## config.mk

```make
export PLATFORM = sky130hd
export DESIGN_NAME = control_unit_pipe_flat
export DESIGN_NICKNAME = d
export VERILOG_FILES = /design/src/rtl/riscv_ctrl_pkg.sv /design/src/rtl/control_unit_pipe_if.sv /design/src/rtl/control_unit_pipe_main_decoder.sv /design/src/rtl/control_unit_pipe.sv /design/src/flat_wrapper.sv
export SDC_FILE = /design/constraint.sdc
export NUM_CORES = 1
export LEC_CHECK = 0
export CAP_MARGIN = 20
export CORE_MARGIN = 2
export CORE_UTILIZATION = 40
export CTS_BUF_LIST = sky130_fd_sc_hd__clkbuf_8
export DETAILED_ROUTE_END_ITERATION = 10
export GPL_TIMING_DRIVEN = 0
export PLACE_DENSITY = 0.84
export SYNTH_ARGS = -nofsm -noshare
export SYNTH_HDL_FRONTEND = slang
export SYNTH_SLANG_ARGS = --single-unit
```

## constraint.sdc

```tcl
create_clock -name i_clk -period 4.3 [get_ports i_clk]
set_clock_uncertainty 0.2 [all_clocks]
set_input_delay 0.86 -clock i_clk [delete_from_list [all_inputs] [get_ports i_clk]]
set_output_delay 0.86 -clock i_clk [all_outputs]
set_load 0.02 [all_outputs]
```

## src/rtl/riscv_ctrl_pkg.sv

```systemverilog
// Shared definitions for the RISC-V decode-stage control unit.
// Holds opcode and funct7 constants, ALU select codes, result-source
// encodings, the MUL/DIV sequencer state enum and the func3 -> ALU helper.
package riscv_ctrl_pkg;

    localparam logic [6:0] OP_R      = 7'b0110011;
    localparam logic [6:0] OP_I      = 7'b0010011;
    localparam logic [6:0] OP_LOAD   = 7'b0000011;
    localparam logic [6:0] OP_STORE  = 7'b0100011;
    localparam logic [6:0] OP_BRANCH = 7'b1100011;
    localparam logic [6:0] OP_JAL    = 7'b1101111;
    localparam logic [6:0] OP_JALR   = 7'b1100111;
    localparam logic [6:0] OP_LUI    = 7'b0110111;

    localparam logic [6:0] F7_BASE   = 7'b0000000;
    localparam logic [6:0] F7_ALT    = 7'b0100000;
    localparam logic [6:0] F7_MULDIV = 7'b0000001;

    localparam logic [3:0] ALU_ADD   = 4'b0000;
    localparam logic [3:0] ALU_SUB   = 4'b0001;
    localparam logic [3:0] ALU_SLT   = 4'b0010;
    localparam logic [3:0] ALU_SLTU  = 4'b0011;
    localparam logic [3:0] ALU_SLL   = 4'b0100;
    localparam logic [3:0] ALU_SRL   = 4'b0101;
    localparam logic [3:0] ALU_SRA   = 4'b0110;
    localparam logic [3:0] ALU_AND   = 4'b1000;
    localparam logic [3:0] ALU_OR    = 4'b1001;
    localparam logic [3:0] ALU_XOR   = 4'b1010;
    localparam logic [3:0] ALU_PASSB = 4'b1111;

    localparam logic [1:0] RES_ALU    = 2'b00;
    localparam logic [1:0] RES_MEM    = 2'b01;
    localparam logic [1:0] RES_PC4    = 2'b10;
    localparam logic [1:0] RES_MULDIV = 2'b11;

    typedef enum logic {
        ST_IDLE    = 1'b0,
        ST_MD_WAIT = 1'b1
    } ctrl_state_t;

    // alt selects SUB/SRA; it only has an effect for func3 000 and 101.
    function automatic logic [3:0] alu_from_f3(input logic [2:0] f3, input logic alt);
        logic [3:0] sel;
        case (f3)
            3'b000:  sel = alt ? ALU_SUB : ALU_ADD;
            3'b001:  sel = ALU_SLL;
            3'b010:  sel = ALU_SLT;
            3'b011:  sel = ALU_SLTU;
            3'b100:  sel = ALU_XOR;
            3'b101:  sel = alt ? ALU_SRA : ALU_SRL;
            3'b110:  sel = ALU_OR;
            default: sel = ALU_AND;
        endcase
        return sel;
    endfunction

endpackage

```

## src/rtl/control_unit_pipe_if.sv

```systemverilog
// Bus between decode/execute pipeline logic and the control unit.
// Carries the decode-stage instruction fields, the E-stage pipeline
// controls, the ID/EX control bundle and the MUL/DIV start/done/ack/abort
// handshake. master = pipeline side, slave = control unit.
interface control_unit_pipe_if #(
    parameter int ALUSEL_W = 4
);
    logic                valid_d;
    logic [6:0]          opcode;
    logic [2:0]          func3;
    logic [6:0]          func7;
    logic [4:0]          rd_d;
    logic                stall_e;
    logic                flush_e;
    logic                muldiv_done;

    logic                muldiv_start;
    logic                muldiv_ack;
    logic                muldiv_abort;
    logic                stall_d;
    logic                valid_e;
    logic                regwrite_e;
    logic                memwrite_e;
    logic                alusrc_e;
    logic                jump_e;
    logic                branch_e;
    logic                illegal_e;
    logic [1:0]          resultsrc_e;
    logic [ALUSEL_W-1:0] alusel_e;
    logic [2:0]          branchop_e;
    logic [4:0]          rd_e;

    modport master (
        output valid_d, opcode, func3, func7, rd_d, stall_e, flush_e, muldiv_done,
        input  muldiv_start, muldiv_ack, muldiv_abort, stall_d,
        input  valid_e, regwrite_e, memwrite_e, alusrc_e, jump_e, branch_e,
        input  illegal_e, resultsrc_e, alusel_e, branchop_e, rd_e
    );

    modport slave (
        input  valid_d, opcode, func3, func7, rd_d, stall_e, flush_e, muldiv_done,
        output muldiv_start, muldiv_ack, muldiv_abort, stall_d,
        output valid_e, regwrite_e, memwrite_e, alusrc_e, jump_e, branch_e,
        output illegal_e, resultsrc_e, alusel_e, branchop_e, rd_e
    );
endinterface

```

## src/rtl/control_unit_pipe_main_decoder.sv

```systemverilog
// Purely combinational RV32I (+ optional M) main decoder.
// Ports: i_opcode/i_func3/i_func7 instruction fields in; o_* control
// bundle out, plus o_is_muldiv flagging a legal M-extension op.
module main_decoder
    import riscv_ctrl_pkg::*;
#(
    parameter int ALUSEL_W  = 4,
    parameter bit EN_MULDIV = 1'b1,
    parameter bit EN_JUMP   = 1'b1
) (
    input  logic [6:0]          i_opcode,
    input  logic [2:0]          i_func3,
    input  logic [6:0]          i_func7,
    output logic                o_regwrite,
    output logic                o_memwrite,
    output logic                o_alusrc,
    output logic                o_jump,
    output logic                o_branch,
    output logic                o_illegal,
    output logic [1:0]          o_resultsrc,
    output logic [ALUSEL_W-1:0] o_alusel,
    output logic [2:0]          o_branchop,
    output logic                o_is_muldiv
);

    logic w_bad;

    always_comb begin
        o_regwrite  = 1'b0;
        o_memwrite  = 1'b0;
        o_alusrc    = 1'b0;
        o_jump      = 1'b0;
        o_branch    = 1'b0;
        o_illegal   = 1'b0;
        o_resultsrc = RES_ALU;
        o_alusel    = ALUSEL_W'(ALU_ADD);
        o_branchop  = 3'b000;
        o_is_muldiv = 1'b0;
        w_bad       = 1'b0;

        case (i_opcode)
            OP_R: begin
                o_regwrite = 1'b1;
                if (i_func7 == F7_BASE) begin
                    o_alusel = ALUSEL_W'(alu_from_f3(i_func3, 1'b0));
                end else if (i_func7 == F7_ALT) begin
                    o_alusel = ALUSEL_W'(alu_from_f3(i_func3, 1'b1));
                end else if (EN_MULDIV && (i_func7 == F7_MULDIV)) begin
                    o_is_muldiv = 1'b1;
                    o_resultsrc = RES_MULDIV;
                end else begin
                    w_bad    = 1'b1;
                    o_alusel = ALUSEL_W'(alu_from_f3(i_func3, 1'b0));
                end
            end
            OP_I: begin
                o_alusrc   = 1'b1;
                o_regwrite = 1'b1;
                // addi has no func7; only the shift encodings borrow it.
                o_alusel   = ALUSEL_W'(alu_from_f3(i_func3,
                                 (i_func3 == 3'b101) && (i_func7 == F7_ALT)));
                if ((i_func3 == 3'b001) && (i_func7 != F7_BASE))
                    w_bad = 1'b1;
                if ((i_func3 == 3'b101) && (i_func7 != F7_BASE) && (i_func7 != F7_ALT))
                    w_bad = 1'b1;
            end
            OP_LOAD: begin
                o_alusrc    = 1'b1;
                o_resultsrc = RES_MEM;
                o_regwrite  = 1'b1;
            end
            OP_STORE: begin
                o_alusrc   = 1'b1;
                o_memwrite = 1'b1;
            end
            OP_BRANCH: begin
                o_alusel   = ALUSEL_W'(ALU_SUB);
                o_branch   = 1'b1;
                o_branchop = i_func3;
                if ((i_func3 == 3'b010) || (i_func3 == 3'b011))
                    w_bad = 1'b1;
            end
            OP_JAL: begin
                if (EN_JUMP) begin
                    o_jump      = 1'b1;
                    o_resultsrc = RES_PC4;
                    o_regwrite  = 1'b1;
                end else begin
                    w_bad = 1'b1;
                end
            end
            OP_JALR: begin
                if (EN_JUMP) begin
                    o_jump      = 1'b1;
                    o_alusrc    = 1'b1;
                    o_resultsrc = RES_PC4;
                    o_regwrite  = 1'b1;
                end else begin
                    w_bad = 1'b1;
                end
            end
            OP_LUI: begin
                o_alusel   = ALUSEL_W'(ALU_PASSB);
                o_alusrc   = 1'b1;
                o_regwrite = 1'b1;
            end
            default: w_bad = 1'b1;
        endcase

        // Illegal ops keep their other decoded fields but must never
        // modify architectural state.
        if (w_bad) begin
            o_illegal   = 1'b1;
            o_regwrite  = 1'b0;
            o_memwrite  = 1'b0;
            o_is_muldiv = 1'b0;
        end
    end

endmodule

```

## src/rtl/control_unit_pipe.sv

```systemverilog
// Decode-stage control unit: main decoder, ID/EX control register with
// stall/flush, and the MUL/DIV start/done/ack/abort sequencer.
// Ports: i_clk, i_reset (synchronous, active high); bus (slave modport)
// carrying decode fields, stall_e/flush_e, MUL/DIV handshake and the
// registered E-stage control bundle.
//
// state      | meaning
// -----------+-----------------------------------------------------
// ST_IDLE    | no MUL/DIV in flight; decode flows normally
// ST_MD_WAIT | MUL/DIV launched; decode held until done is accepted
module control_unit_pipe
    import riscv_ctrl_pkg::*;
#(
    parameter int ALUSEL_W  = 4,
    parameter bit EN_MULDIV = 1'b1,
    parameter bit EN_JUMP   = 1'b1
) (
    input  logic                i_clk,
    input  logic                i_reset,
    control_unit_pipe_if.slave  bus
);

    logic                w_dec_regwrite, w_dec_memwrite, w_dec_alusrc;
    logic                w_dec_jump, w_dec_branch, w_dec_illegal, w_dec_is_muldiv;
    logic [1:0]          w_dec_resultsrc;
    logic [ALUSEL_W-1:0] w_dec_alusel;
    logic [2:0]          w_dec_branchop;

    main_decoder #(
        .ALUSEL_W  (ALUSEL_W),
        .EN_MULDIV (EN_MULDIV),
        .EN_JUMP   (EN_JUMP)
    ) u_dec (
        .i_opcode    (bus.opcode),
        .i_func3     (bus.func3),
        .i_func7     (bus.func7),
        .o_regwrite  (w_dec_regwrite),
        .o_memwrite  (w_dec_memwrite),
        .o_alusrc    (w_dec_alusrc),
        .o_jump      (w_dec_jump),
        .o_branch    (w_dec_branch),
        .o_illegal   (w_dec_illegal),
        .o_resultsrc (w_dec_resultsrc),
        .o_alusel    (w_dec_alusel),
        .o_branchop  (w_dec_branchop),
        .o_is_muldiv (w_dec_is_muldiv)
    );

    ctrl_state_t r_state, w_state_nxt;
    logic [4:0]  r_md_rd;
    logic        w_start, w_ack, w_abort, w_stall_d;

    always_comb begin
        w_state_nxt = r_state;
        w_start     = 1'b0;
        w_ack       = 1'b0;
        w_abort     = 1'b0;
        w_stall_d   = 1'b0;
        case (r_state)
            ST_IDLE: begin
                // Hold decode on an M-op even when E cannot accept the
                // launch yet, so the op is not lost.
                if (bus.valid_d && w_dec_is_muldiv) begin
                    w_stall_d = 1'b1;
                    if (!bus.stall_e && !bus.flush_e) begin
                        w_start     = 1'b1;
                        w_state_nxt = ST_MD_WAIT;
                    end
                end
            end
            ST_MD_WAIT: begin
                w_stall_d = 1'b1;
                if (bus.flush_e) begin
                    w_abort     = 1'b1;
                    w_state_nxt = ST_IDLE;
                end else if (bus.muldiv_done && !bus.stall_e) begin
                    w_ack       = 1'b1;
                    w_stall_d   = 1'b0;
                    w_state_nxt = ST_IDLE;
                end
            end
            default: w_state_nxt = ST_IDLE;
        endcase
    end

    // Reset suppresses every handshake pulse, including from MD_WAIT.
    assign bus.muldiv_start = w_start   & ~i_reset;
    assign bus.muldiv_ack   = w_ack     & ~i_reset;
    assign bus.muldiv_abort = w_abort   & ~i_reset;
    assign bus.stall_d      = w_stall_d & ~i_reset;

    always_ff @(posedge i_clk) begin
        if (i_reset) begin
            r_state <= ST_IDLE;
            r_md_rd <= 5'd0;
        end else begin
            r_state <= w_state_nxt;
            if (w_start)
                r_md_rd <= bus.rd_d;
        end
    end

    logic                w_nxt_valid, w_nxt_regwrite, w_nxt_memwrite, w_nxt_alusrc;
    logic                w_nxt_jump, w_nxt_branch, w_nxt_illegal;
    logic [1:0]          w_nxt_resultsrc;
    logic [ALUSEL_W-1:0] w_nxt_alusel;
    logic [2:0]          w_nxt_branchop;
    logic [4:0]          w_nxt_rd;

    always_comb begin
        w_nxt_valid     = 1'b0;
        w_nxt_regwrite  = 1'b0;
        w_nxt_memwrite  = 1'b0;
        w_nxt_alusrc    = 1'b0;
        w_nxt_jump      = 1'b0;
        w_nxt_branch    = 1'b0;
        w_nxt_illegal   = 1'b0;
        w_nxt_resultsrc = RES_ALU;
        w_nxt_alusel    = '0;
        w_nxt_branchop  = 3'b000;
        w_nxt_rd        = 5'd0;
        if (w_ack) begin
            // Completed MUL/DIV writes back from the MUL/DIV result port.
            w_nxt_valid     = 1'b1;
            w_nxt_regwrite  = 1'b1;
            w_nxt_resultsrc = RES_MULDIV;
            w_nxt_rd        = r_md_rd;
        end else if (bus.valid_d && !w_stall_d) begin
            w_nxt_valid     = 1'b1;
            w_nxt_regwrite  = w_dec_regwrite;
            w_nxt_memwrite  = w_dec_memwrite;
            w_nxt_alusrc    = w_dec_alusrc;
            w_nxt_jump      = w_dec_jump;
            w_nxt_branch    = w_dec_branch;
            w_nxt_illegal   = w_dec_illegal;
            w_nxt_resultsrc = w_dec_resultsrc;
            w_nxt_alusel    = w_dec_alusel;
            w_nxt_branchop  = w_dec_branchop;
            w_nxt_rd        = bus.rd_d;
        end
    end

    logic                r_valid_e, r_regwrite_e, r_memwrite_e, r_alusrc_e;
    logic                r_jump_e, r_branch_e, r_illegal_e;
    logic [1:0]          r_resultsrc_e;
    logic [ALUSEL_W-1:0] r_alusel_e;
    logic [2:0]          r_branchop_e;
    logic [4:0]          r_rd_e;

    always_ff @(posedge i_clk) begin
        if (i_reset || bus.flush_e) begin
            r_valid_e     <= 1'b0;
            r_regwrite_e  <= 1'b0;
            r_memwrite_e  <= 1'b0;
            r_alusrc_e    <= 1'b0;
            r_jump_e      <= 1'b0;
            r_branch_e    <= 1'b0;
            r_illegal_e   <= 1'b0;
            r_resultsrc_e <= 2'b00;
            r_alusel_e    <= '0;
            r_branchop_e  <= 3'b000;
            r_rd_e        <= 5'd0;
        end else if (!bus.stall_e) begin
            r_valid_e     <= w_nxt_valid;
            r_regwrite_e  <= w_nxt_regwrite;
            r_memwrite_e  <= w_nxt_memwrite;
            r_alusrc_e    <= w_nxt_alusrc;
            r_jump_e      <= w_nxt_jump;
            r_branch_e    <= w_nxt_branch;
            r_illegal_e   <= w_nxt_illegal;
            r_resultsrc_e <= w_nxt_resultsrc;
            r_alusel_e    <= w_nxt_alusel;
            r_branchop_e  <= w_nxt_branchop;
            r_rd_e        <= w_nxt_rd;
        end
    end

    assign bus.valid_e     = r_valid_e;
    assign bus.regwrite_e  = r_regwrite_e;
    assign bus.memwrite_e  = r_memwrite_e;
    assign bus.alusrc_e    = r_alusrc_e;
    assign bus.jump_e      = r_jump_e;
    assign bus.branch_e    = r_branch_e;
    assign bus.illegal_e   = r_illegal_e;
    assign bus.resultsrc_e = r_resultsrc_e;
    assign bus.alusel_e    = r_alusel_e;
    assign bus.branchop_e  = r_branchop_e;
    assign bus.rd_e        = r_rd_e;

endmodule

```

## src/flat_wrapper.sv

```systemverilog
// flat-port wrapper written by rule: the top's interface ports become plain ports
module control_unit_pipe_flat import riscv_ctrl_pkg::*;
#(
    parameter int ALUSEL_W  = 4,
    parameter bit EN_MULDIV = 1'b1,
    parameter bit EN_JUMP   = 1'b1
)
  (i_clk, i_reset, bus_valid_d, bus_opcode, bus_func3, bus_func7, bus_rd_d, bus_stall_e, bus_flush_e, bus_muldiv_done, bus_muldiv_start, bus_muldiv_ack, bus_muldiv_abort, bus_stall_d, bus_valid_e, bus_regwrite_e, bus_memwrite_e, bus_alusrc_e, bus_jump_e, bus_branch_e, bus_illegal_e, bus_resultsrc_e, bus_alusel_e, bus_branchop_e, bus_rd_e);
  control_unit_pipe_if #(.ALUSEL_W(ALUSEL_W)) bus_i ();
  input  logic i_clk;
  input  logic i_reset;
  input wire logic [$bits(bus_i.valid_d)-1:0] bus_valid_d;
  input wire logic [$bits(bus_i.opcode)-1:0] bus_opcode;
  input wire logic [$bits(bus_i.func3)-1:0] bus_func3;
  input wire logic [$bits(bus_i.func7)-1:0] bus_func7;
  input wire logic [$bits(bus_i.rd_d)-1:0] bus_rd_d;
  input wire logic [$bits(bus_i.stall_e)-1:0] bus_stall_e;
  input wire logic [$bits(bus_i.flush_e)-1:0] bus_flush_e;
  input wire logic [$bits(bus_i.muldiv_done)-1:0] bus_muldiv_done;
  output wire logic [$bits(bus_i.muldiv_start)-1:0] bus_muldiv_start;
  output wire logic [$bits(bus_i.muldiv_ack)-1:0] bus_muldiv_ack;
  output wire logic [$bits(bus_i.muldiv_abort)-1:0] bus_muldiv_abort;
  output wire logic [$bits(bus_i.stall_d)-1:0] bus_stall_d;
  output wire logic [$bits(bus_i.valid_e)-1:0] bus_valid_e;
  output wire logic [$bits(bus_i.regwrite_e)-1:0] bus_regwrite_e;
  output wire logic [$bits(bus_i.memwrite_e)-1:0] bus_memwrite_e;
  output wire logic [$bits(bus_i.alusrc_e)-1:0] bus_alusrc_e;
  output wire logic [$bits(bus_i.jump_e)-1:0] bus_jump_e;
  output wire logic [$bits(bus_i.branch_e)-1:0] bus_branch_e;
  output wire logic [$bits(bus_i.illegal_e)-1:0] bus_illegal_e;
  output wire logic [$bits(bus_i.resultsrc_e)-1:0] bus_resultsrc_e;
  output wire logic [$bits(bus_i.alusel_e)-1:0] bus_alusel_e;
  output wire logic [$bits(bus_i.branchop_e)-1:0] bus_branchop_e;
  output wire logic [$bits(bus_i.rd_e)-1:0] bus_rd_e;
  assign bus_i.valid_d = bus_valid_d;
  assign bus_i.opcode = bus_opcode;
  assign bus_i.func3 = bus_func3;
  assign bus_i.func7 = bus_func7;
  assign bus_i.rd_d = bus_rd_d;
  assign bus_i.stall_e = bus_stall_e;
  assign bus_i.flush_e = bus_flush_e;
  assign bus_i.muldiv_done = bus_muldiv_done;
  assign bus_muldiv_start = bus_i.muldiv_start;
  assign bus_muldiv_ack = bus_i.muldiv_ack;
  assign bus_muldiv_abort = bus_i.muldiv_abort;
  assign bus_stall_d = bus_i.stall_d;
  assign bus_valid_e = bus_i.valid_e;
  assign bus_regwrite_e = bus_i.regwrite_e;
  assign bus_memwrite_e = bus_i.memwrite_e;
  assign bus_alusrc_e = bus_i.alusrc_e;
  assign bus_jump_e = bus_i.jump_e;
  assign bus_branch_e = bus_i.branch_e;
  assign bus_illegal_e = bus_i.illegal_e;
  assign bus_resultsrc_e = bus_i.resultsrc_e;
  assign bus_alusel_e = bus_i.alusel_e;
  assign bus_branchop_e = bus_i.branchop_e;
  assign bus_rd_e = bus_i.rd_e;
  control_unit_pipe #(.ALUSEL_W(ALUSEL_W), .EN_MULDIV(EN_MULDIV), .EN_JUMP(EN_JUMP)) u_core (.i_clk(i_clk), .i_reset(i_reset), .bus(bus_i));
endmodule
```

==> results of run 1 <==
routing by layer:
metal  track usage, %  vias to the layer above  wire [um]
met4             4.69                        0         25
met5                0                        -          0
met3             4.11                        2        332
met2             33.4                       74       1810
li1                 -                      772          -
met1             26.7                      737       1820
cell families after synthesis:
logic type                count (synthesis)  synth area share, %
muxes                                     5                 3.34
xor gates and xnor gates                  3                 1.75
DFF                                      27                 36.0
AOI/OAI and AO/OA                        48                 23.2
and+or+nand+nor                          79                 31.4
buffers and inverters                    14                 4.25
worst register-to-register path: stages, from the launching register on:
cell                       delay [ps]
sky130_fd_sc_hd__dfxtp_1          360
sky130_fd_sc_hd__nor3b_1          450
sky130_fd_sc_hd__nand2_1          160
sky130_fd_sc_hd__a221oi_1         370
sky130_fd_sc_hd__o21ai_0          200
sky130_fd_sc_hd__a21oi_1          170
area by class of cell:
cell class | count | share of cell area, %
inverters | 2 | 0.358
flip-flops and latches | 27 | 25.7
plain buffers | 12 | 2.68
clock inverters | 1 | 0.358
well taps | 48 | 2.86
clock buffers | 3 | 1.97
repair buffers | 49 | 23.4
multi-input cells | 135 | 42.7
cell usage after synthesis, types with 3 or more instances:
| cell type | instances | area (um^2) |
|---|---|---|
| sky130_fd_sc_hd__dfxtp_1 | 27 | 541 |
| sky130_fd_sc_hd__nor2_1 | 22 | 82.6 |
| sky130_fd_sc_hd__nand2_1 | 14 | 52.6 |
| sky130_fd_sc_hd__a21oi_1 | 12 | 60.1 |
| sky130_fd_sc_hd__clkbuf_1 | 8 | 30.0 |
| sky130_fd_sc_hd__nand3_1 | 7 | 35.0 |
| sky130_fd_sc_hd__a222oi_1 | 5 | 50.1 |
| sky130_fd_sc_hd__mux2i_1 | 5 | 50.1 |
| sky130_fd_sc_hd__o21ai_0 | 5 | 25.0 |
| sky130_fd_sc_hd__nand2b_1 | 4 | 25.0 |
| sky130_fd_sc_hd__nor3_1 | 4 | 20.0 |
| sky130_fd_sc_hd__a211oi_1 | 3 | 22.5 |
| sky130_fd_sc_hd__a31oi_1 | 3 | 18.8 |
| sky130_fd_sc_hd__a32o_1 | 3 | 30.0 |
| sky130_fd_sc_hd__and2_1 | 3 | 18.8 |
| sky130_fd_sc_hd__and3b_1 | 3 | 26.3 |
| sky130_fd_sc_hd__buf_2 | 3 | 15.0 |
| sky130_fd_sc_hd__nand3b_1 | 3 | 22.5 |
stage by stage:
stage	hold WS, ps	instance area [um^2]	util [%]
5_1_grt	303	2100	57.8
4_1_cts	272	2100	57.8
2_1_floorplan	263	1500	-
6_report	269	2100	57.8
3_5_place_dp	257	2050	56.4
3_3_place_gp	254	2050	56.4
final timing paths:
check	slack [ps]	start	to	cells past startpoint
min	270	u_core.bus.jump_e	u_core.bus.jump_e	2
min reg2reg	270	u_core.bus.jump_e	u_core.bus.jump_e	2
max	140	bus_opcode[3]	bus_muldiv_start	6
max reg2reg	2320	u_core.r_state	u_core.bus.alusel_e[2]	5
sequential cells by signal (all words and copies together) (netlist names), 2 cells and up:
signal and cells:
u_core.r_md_rd 5, u_core.bus.resultsrc_e 2, u_core.bus.branchop_e 3, u_core.bus.rd_e 5, u_core.bus.alusel_e 4
power by group through the flow:
stage / registers [W] / clock network, W / logic (W)
6_report: 0.000252 / 0.000147 / 0.0000847
5_1_grt: 0.000253 / 0.000161 / 0.0000914
4_1_cts: 0.000252 / 0.000150 / 0.0000837
3_5_place_dp: 0.000258 / 0 / 0.0000830
3_3_place_gp: 0.000258 / 0 / 0.0000822
2_1_floorplan: 0.000260 / 0 / 0.0000399
==> results.txt, run 1 <==
----------------------------------------------------
[Placed design]
  Estimated wirelength of the detail-placed design ... around 2900 um
  Count of port buffers added during placement ... 49
  Placement-stage worst setup slack ... around 200 ps
  Placed Instances ... 273
  Final RePlAce weighted congestion ... 0.886

[Global route]
  Wire length of the first global-routing pass ... 6870 um
  Number of antenna violations at the first check in global routing ... 0
  Largest net degree at the start of global routing ... 17
  GRT Util Overall ... 20.1%
  Total gr overflow ... 0
  Via count of the first global-routing pass ... 1493

[Die]
  Total Die Area ... 4260 um^2
  Die span in y ... 65.2 um
  Initial core utilization ... 41.3%
  Number of I/O pins ... 53
  Placeable core region ... 3630 um^2
  Number of cell rows ... 22
  Die Span X ... 65.2 um

[Setup path]
  Kind of cell adding the most delay to the critical path ... buffers and inverters
  Critical Path Source Type ... input port
  Data required time of the critical path ... about 3200 ps
  Cells along the critical path ... clkdlybuf4s50_1 > and4bb_4 > and4_4 > nand3b_2 > nor2_1 > clkdlybuf4s50_1
  Max stage delay on crit path ... 610 ps
  Cell with the biggest individual delay on the critical path ... sky130_fd_sc_hd__clkdlybuf4s50_1
  Endpoint class of the critical path ... primary output
  Cell occurring most often along the worst timing path ... sky130_fd_sc_hd__clkdlybuf4s50_1
  Critical-path maximum fanout ... 8
  Arrival time of the worst setup path ... between 3000 and 4000 ps
  Critical path class ... input port to primary output
  Buffering stage count on the worst path with inverters included ... 2

[Clocking]
  H-tree Lvls ... 1
  Number of gates resized after CTS ... 0
  Number of hold buffers added after CTS ... 0
  Clock transition at path regs ... 90 ps
  Number of sinks on the clock net ... 27
  Number of CTS-inserted buffers ... 3
  Clock tree root buffer cell ... sky130_fd_sc_hd__clkbuf_8
  Clock tree from TritonCTS ... built
  Longest Clk Path Bufs ... 2
  Post-CTS setup buffer count ... 0
  Insertion delay of the later-clocked pin in the worst-skew pair ... 270 ps

[STA]
  Total setup violations reported at the end of the flow ... 0
  Crit share post-route ... 96.8%
  Total count of max-transition violations in the final report ... 0
  Actual transition at the worst max-transition pin ... 677 ps
  Total negative slack ... 0 ps
  Hold Fails Final Rpt ... 0
  Worst max-slew margin expressed relative to the limit ... between 50% and 60%
  F_max ... 0.240 GHz
  Minimum clock period ... 4160 ps
  Unrepaired setup endpoints after global routing ... false
  Setup slack of the critical path after layout ... roughly 140 ps

[Synthesis]
  Number of enable flip-flop cells after synthesis ... 0
  Synthesized area per cell ... 8.52 um^2
  Yosys warnings ... 0
  Share of synthesized area occupied by flip-flops and latches ... 36.0%
  Most frequently used flop master after synthesis ... sky130_fd_sc_hd__dfxtp_1
  Cell area after synthesis ... between 1500 and 2000 um^2
  Flops & latches, synth ... 27
  Post-Synthesis Net Count ... 204
  Count of mapped cells out of synthesis ... around 180
  Number of distinct library cells after synthesis ... 51
  Ys async rst share ... 0%

[Pwr]
  Leakage power of the design ... 0.735 nW
  Switching share of power ... 25.9%
  Worst vdd rail ir drop ... 187 uV
  Sw Pwr ... 0.000125 W
  Total power ... 0.000484 W
  Internal power ... 0.000358 W
  Seq pwr share ... 52.2%
  Power per cell area ... between 200 and 250 nW/um^2
  Logic pwr share ... 17.5%
  Clock power frac ... 30.3%

[Finish]
  Most common library cell in the layout ignoring fill and taps ... sky130_fd_sc_hd__clkdlybuf4s50_1
  Area added between synthesis and finish ... 39.9%
  Fraction of layout instances using a drive strength above 1 ... 8.30%
  N_diodes ... 0
  Total of fill cells in the finished design ... 349
  Number of non-filler instances in the completed layout ... 277
  Top library cells by usage in the layout, fill and taps aside ... sky130_fd_sc_hd__clkdlybuf4s50_1, sky130_fd_sc_hd__dfxtp_1, sky130_fd_sc_hd__nor2_1
  Post-layout net count ... ~260
  Multi-input gate area ... 896 um^2
  Register area ... around 540 um^2

[Drt]
  DR pass1 iterations ... 5
  Total length of routed wires ... between 3000 and 4000 um
  Via count ... 1585
  Post-detailed-route DRC marker count ... 0
  Via density per instance ... 5.72
  Routed len/inst ... around 14 um
  Initial detailed-routing violation count ... 146
  Post-DRT Antenna Nets ... 0

[Min path]
  Hold crit path type ... register to register

[Run status]
  Status ... finished, final reports clean

[Run]
  Maximum Capacitance Violations ... 0

----------------------------------------------------
(Power assumes the default switching activity.)
==> inputs of run 2 (changes only) <==
--- a/config.mk
+++ b/config.mk
@@ -6,7 +6,7 @@
 export NUM_CORES = 1
 export LEC_CHECK = 0
 export CAP_MARGIN = 20
-export CORE_MARGIN = 2
+export CORE_ASPECT_RATIO = 0.75
 export CORE_UTILIZATION = 40
 export CTS_BUF_LIST = sky130_fd_sc_hd__clkbuf_8
 export DETAILED_ROUTE_END_ITERATION = 10
==> run 2 against run 1 <==
  * Flip-flop and latch count stayed put
  * Via count is 0.82% lower
  * Cell count is 0.72% higher
  * Sequential share of layout area hardly changed
  * Count of clock-buffer cells in the layout stayed put
  * First-iteration DRC count is 8.2% lower
  * Register-to-register slack worse by 20 ps
  * Critical path depth stayed put
  * Critical path type unchanged
  * Highest routed layer unchanged
==> results.txt, run 2 (synthesis results as in run 1) <==
----------------------------------------------------
[Setup path]
  Cell with the biggest individual delay on the critical path ... sky130_fd_sc_hd__clkdlybuf4s50_1
  Endpoint of the worst-slack reg-to-reg timing path ... u_core.bus.alusel_e[1]
  Data required time of the critical path ... 3240 ps (about the same)
  Arrival time of the worst setup path ... 3100 ps (about the same)
  Critical-path maximum fanout ... 8 (unchanged)
  Register-to-Register Setup Slack ... 2300 ps (-20 ps)
  Reg-to-Reg Start ... u_core.r_state
  Buffering stage count on the worst path with inverters included ... 2 (unchanged)
  Endpoint class of the critical path ... primary output
  Cell occurring most often along the worst timing path ... sky130_fd_sc_hd__clkdlybuf4s50_1
  Critical path class ... input port to primary output
  Critical Path Source Type ... input port
  Kind of cell adding the most delay to the critical path ... buffers and inverters
  Cells on worst reg2reg path ... 5 (unchanged)
  Max stage delay on crit path ... 610 ps (about the same)
  Cells along the critical path ... clkdlybuf4s50_1 > and4bb_4 > and4_4 > nand3b_2 > nor2_1 > clkdlybuf4s50_1

[Pwr]
  Seq pwr share ... 51.4% (-0.8 points)
  Clock power frac ... 31.3% (+1.0 points)
  Sw Pwr ... 0.000130 W (+3.7%)
  Power per cell area ... 233 nW/um^2 (+1.3%)
  Internal power ... 0.000361 W (+0.68%)
  Worst vdd rail ir drop ... 245 uV (+31%)
  Switching share of power ... 26.5% (+0.57 points)
  Leakage power of the design ... 0.739 nW (+0.60%)
  Logic pwr share ... 17.3% (-0.2 points)

[Clocking]
  Number of sinks on the clock net ... 27 (unchanged)
  Number of CTS-inserted buffers ... 3 (unchanged)
  Insertion delay of the later-clocked pin in the worst-skew pair ... 280 ps (about the same)
  H-tree Lvls ... 1 (unchanged)
  Clock tree from TritonCTS ... built
  Clock transition at path regs ... 100 ps (about the same)
  Number of gates resized after CTS ... 0 (unchanged)
  Longest Clk Path Bufs ... 2 (unchanged)
  Clock tree root buffer cell ... sky130_fd_sc_hd__clkbuf_8
  Number of hold buffers added after CTS ... 0 (unchanged)
  Post-CTS setup buffer count ... 0 (unchanged)

[STA]
  Actual transition at the worst max-transition pin ... 715 ps (+37.1 ps)
  Total setup violations reported at the end of the flow ... 0 (unchanged)
  Total negative slack ... 0 ps (unchanged)
  Crit share post-route ... 96.8% (about the same)
  Fin Hold WS ... 278 ps (+8.68 ps)
  Hold Fails Final Rpt ... 0 (unchanged)
  Total count of max-transition violations in the final report ... 0 (unchanged)
  Minimum clock period ... 4160 ps (-2.57 ps)
  F_max ... 0.240 GHz (about the same)
  Unrepaired setup endpoints after global routing ... false
  Worst max-slew margin expressed relative to the limit ... 52.1% (-2.5 points)

[Drt]
  Via count ... 1572 (-0.82%)
  Via density per instance ... 5.63 (-1.5%)
  Initial detailed-routing violation count ... 134 (-8.2%)
  Post-DRT Antenna Nets ... 0 (unchanged)
  DR pass1 iterations ... 4 (-1)
  Routed len/inst ... 14.9 um (+3.2%)
  Post-detailed-route DRC marker count ... 0 (unchanged)
  Total length of routed wires ... 4150 um (+3.9%)

[Placed design]
  Estimated wirelength of the detail-placed design ... 3120 um (+5.9%)
  Placed Instances ... 275 (+0.73%)
  Count of port buffers added during placement ... 49 (unchanged)
  Final RePlAce weighted congestion ... 0.919 (+3.8%)

[Min path]
  Critical hold path startpoint ... u_core.bus.jump_e
  Worst Hold Endpoint ... u_core.bus.jump_e
  Hold Path Depth ... 2 (unchanged)
  Hold crit path type ... register to register

[Run]
  Maximum Capacitance Violations ... 0 (unchanged)

[Global route]
  GRT Util Overall ... 22.2% (+2.1 points)
  Total gr overflow ... 0 (unchanged)
  Wire length of the first global-routing pass ... 6730 um (-1.9%)
  Largest net degree at the start of global routing ... 18 (+1)
  Via count of the first global-routing pass ... 1407 (-5.8%)
  Number of antenna violations at the first check in global routing ... 0 (unchanged)

[Finish]
  Area added between synthesis and finish ... 40.2%
  Total of fill cells in the finished design ... 318 (-8.9%)
  Post-layout net count ... 258 (unchanged)
  Multi-input gate area ... 896 um^2 (unchanged)
  Most common library cell in the layout ignoring fill and taps ... sky130_fd_sc_hd__clkdlybuf4s50_1
  Fraction of layout instances using a drive strength above 1 ... 8.30% (unchanged)
  Register area ... 541 um^2 (unchanged)
  N_diodes ... 0 (unchanged)
  Top library cells by usage in the layout, fill and taps aside ... sky130_fd_sc_hd__clkdlybuf4s50_1, sky130_fd_sc_hd__dfxtp_1, sky130_fd_sc_hd__nor2_1
  Number of non-filler instances in the completed layout ... 279 (+0.72%)

[Die]
  Number of I/O pins ... 53 (unchanged)
  Placeable core region ... 3420 um^2 (-5.8%)
  Die Span X ... 72.7 um (+11%)
  Total Die Area ... 4000 um^2 (-6.0%)
  Number of cell rows ... 18 (-18%)
  Die span in y ... 55.0 um (-16%)
  Initial core utilization ... 43.8% (+2.5 points)

[Run status]
  Status ... finished, final reports clean

----------------------------------------------------
[run 2: how the worst max path moves through the flow]
stage	cells past startpoint	start	slack [ps]	end
4_1_cts	6	bus_opcode[3]	160	bus_muldiv_start
6_report	6	bus_opcode[3]	140	bus_muldiv_start
2_1_floorplan	5	bus_opcode[4]	1210	bus_stall_d
3_3_place_gp	6	bus_opcode[3]	180	bus_muldiv_start
3_5_place_dp	6	bus_opcode[3]	170	bus_muldiv_start
5_1_grt	6	bus_opcode[3]	40	bus_muldiv_start
[run 2: worst register-to-register path, cell delays in order, from the launching register on]
cell and delay [ps]:
sky130_fd_sc_hd__dfxtp_1 360, sky130_fd_sc_hd__nor3b_1 460, sky130_fd_sc_hd__nand2_1 140, sky130_fd_sc_hd__a221oi_1 390, sky130_fd_sc_hd__o21ai_0 210, sky130_fd_sc_hd__a21oi_1 180
[run 2: layout make-up]
type / instances / area share (%)
multi-input combinational: 135 / 42.6
sequential: 27 / 25.7
timing repair buffer: 49 / 23.3
tap: 50 / 2.97
buffer: 12 / 2.68
clock buffer: 3 / 1.96
clock inverter: 1 / 0.416
inverter: 2 / 0.357
[run 2: through the flow]
stage	worst slack [ps]	area (um^2)	power, W	utilization [%]
global placement	177	2050	0.000340	60.0
finish	139	2100	0.000491	61.4
detailed placement	167	2050	0.000342	60.0
CTS	156	2100	0.000491	61.4
global route	38.1	2100	0.000510	61.4
floorplan	1210	1500	0.000300	-
[run 2: routing by layer]
layer	GRT usage (%)	up-vias	part of all wire, %
met2	35.2	57	44
met3	5.07	2	7.4
met1	31.8	742	49
met4	2.94	0	0.22
met5	0	-	0
li1	-	771	-
[run 2: power groups by stage]
stage	clock network, W	registers (W)	logic (W)
after floorplan	0	0.000260	0.0000399
after global placement	0	0.000258	0.0000822
after detailed placement	0	0.000258	0.0000836
after CTS	0.000154	0.000252	0.0000839
after global routing	0.000166	0.000253	0.0000919
final	0.000154	0.000252	0.0000847
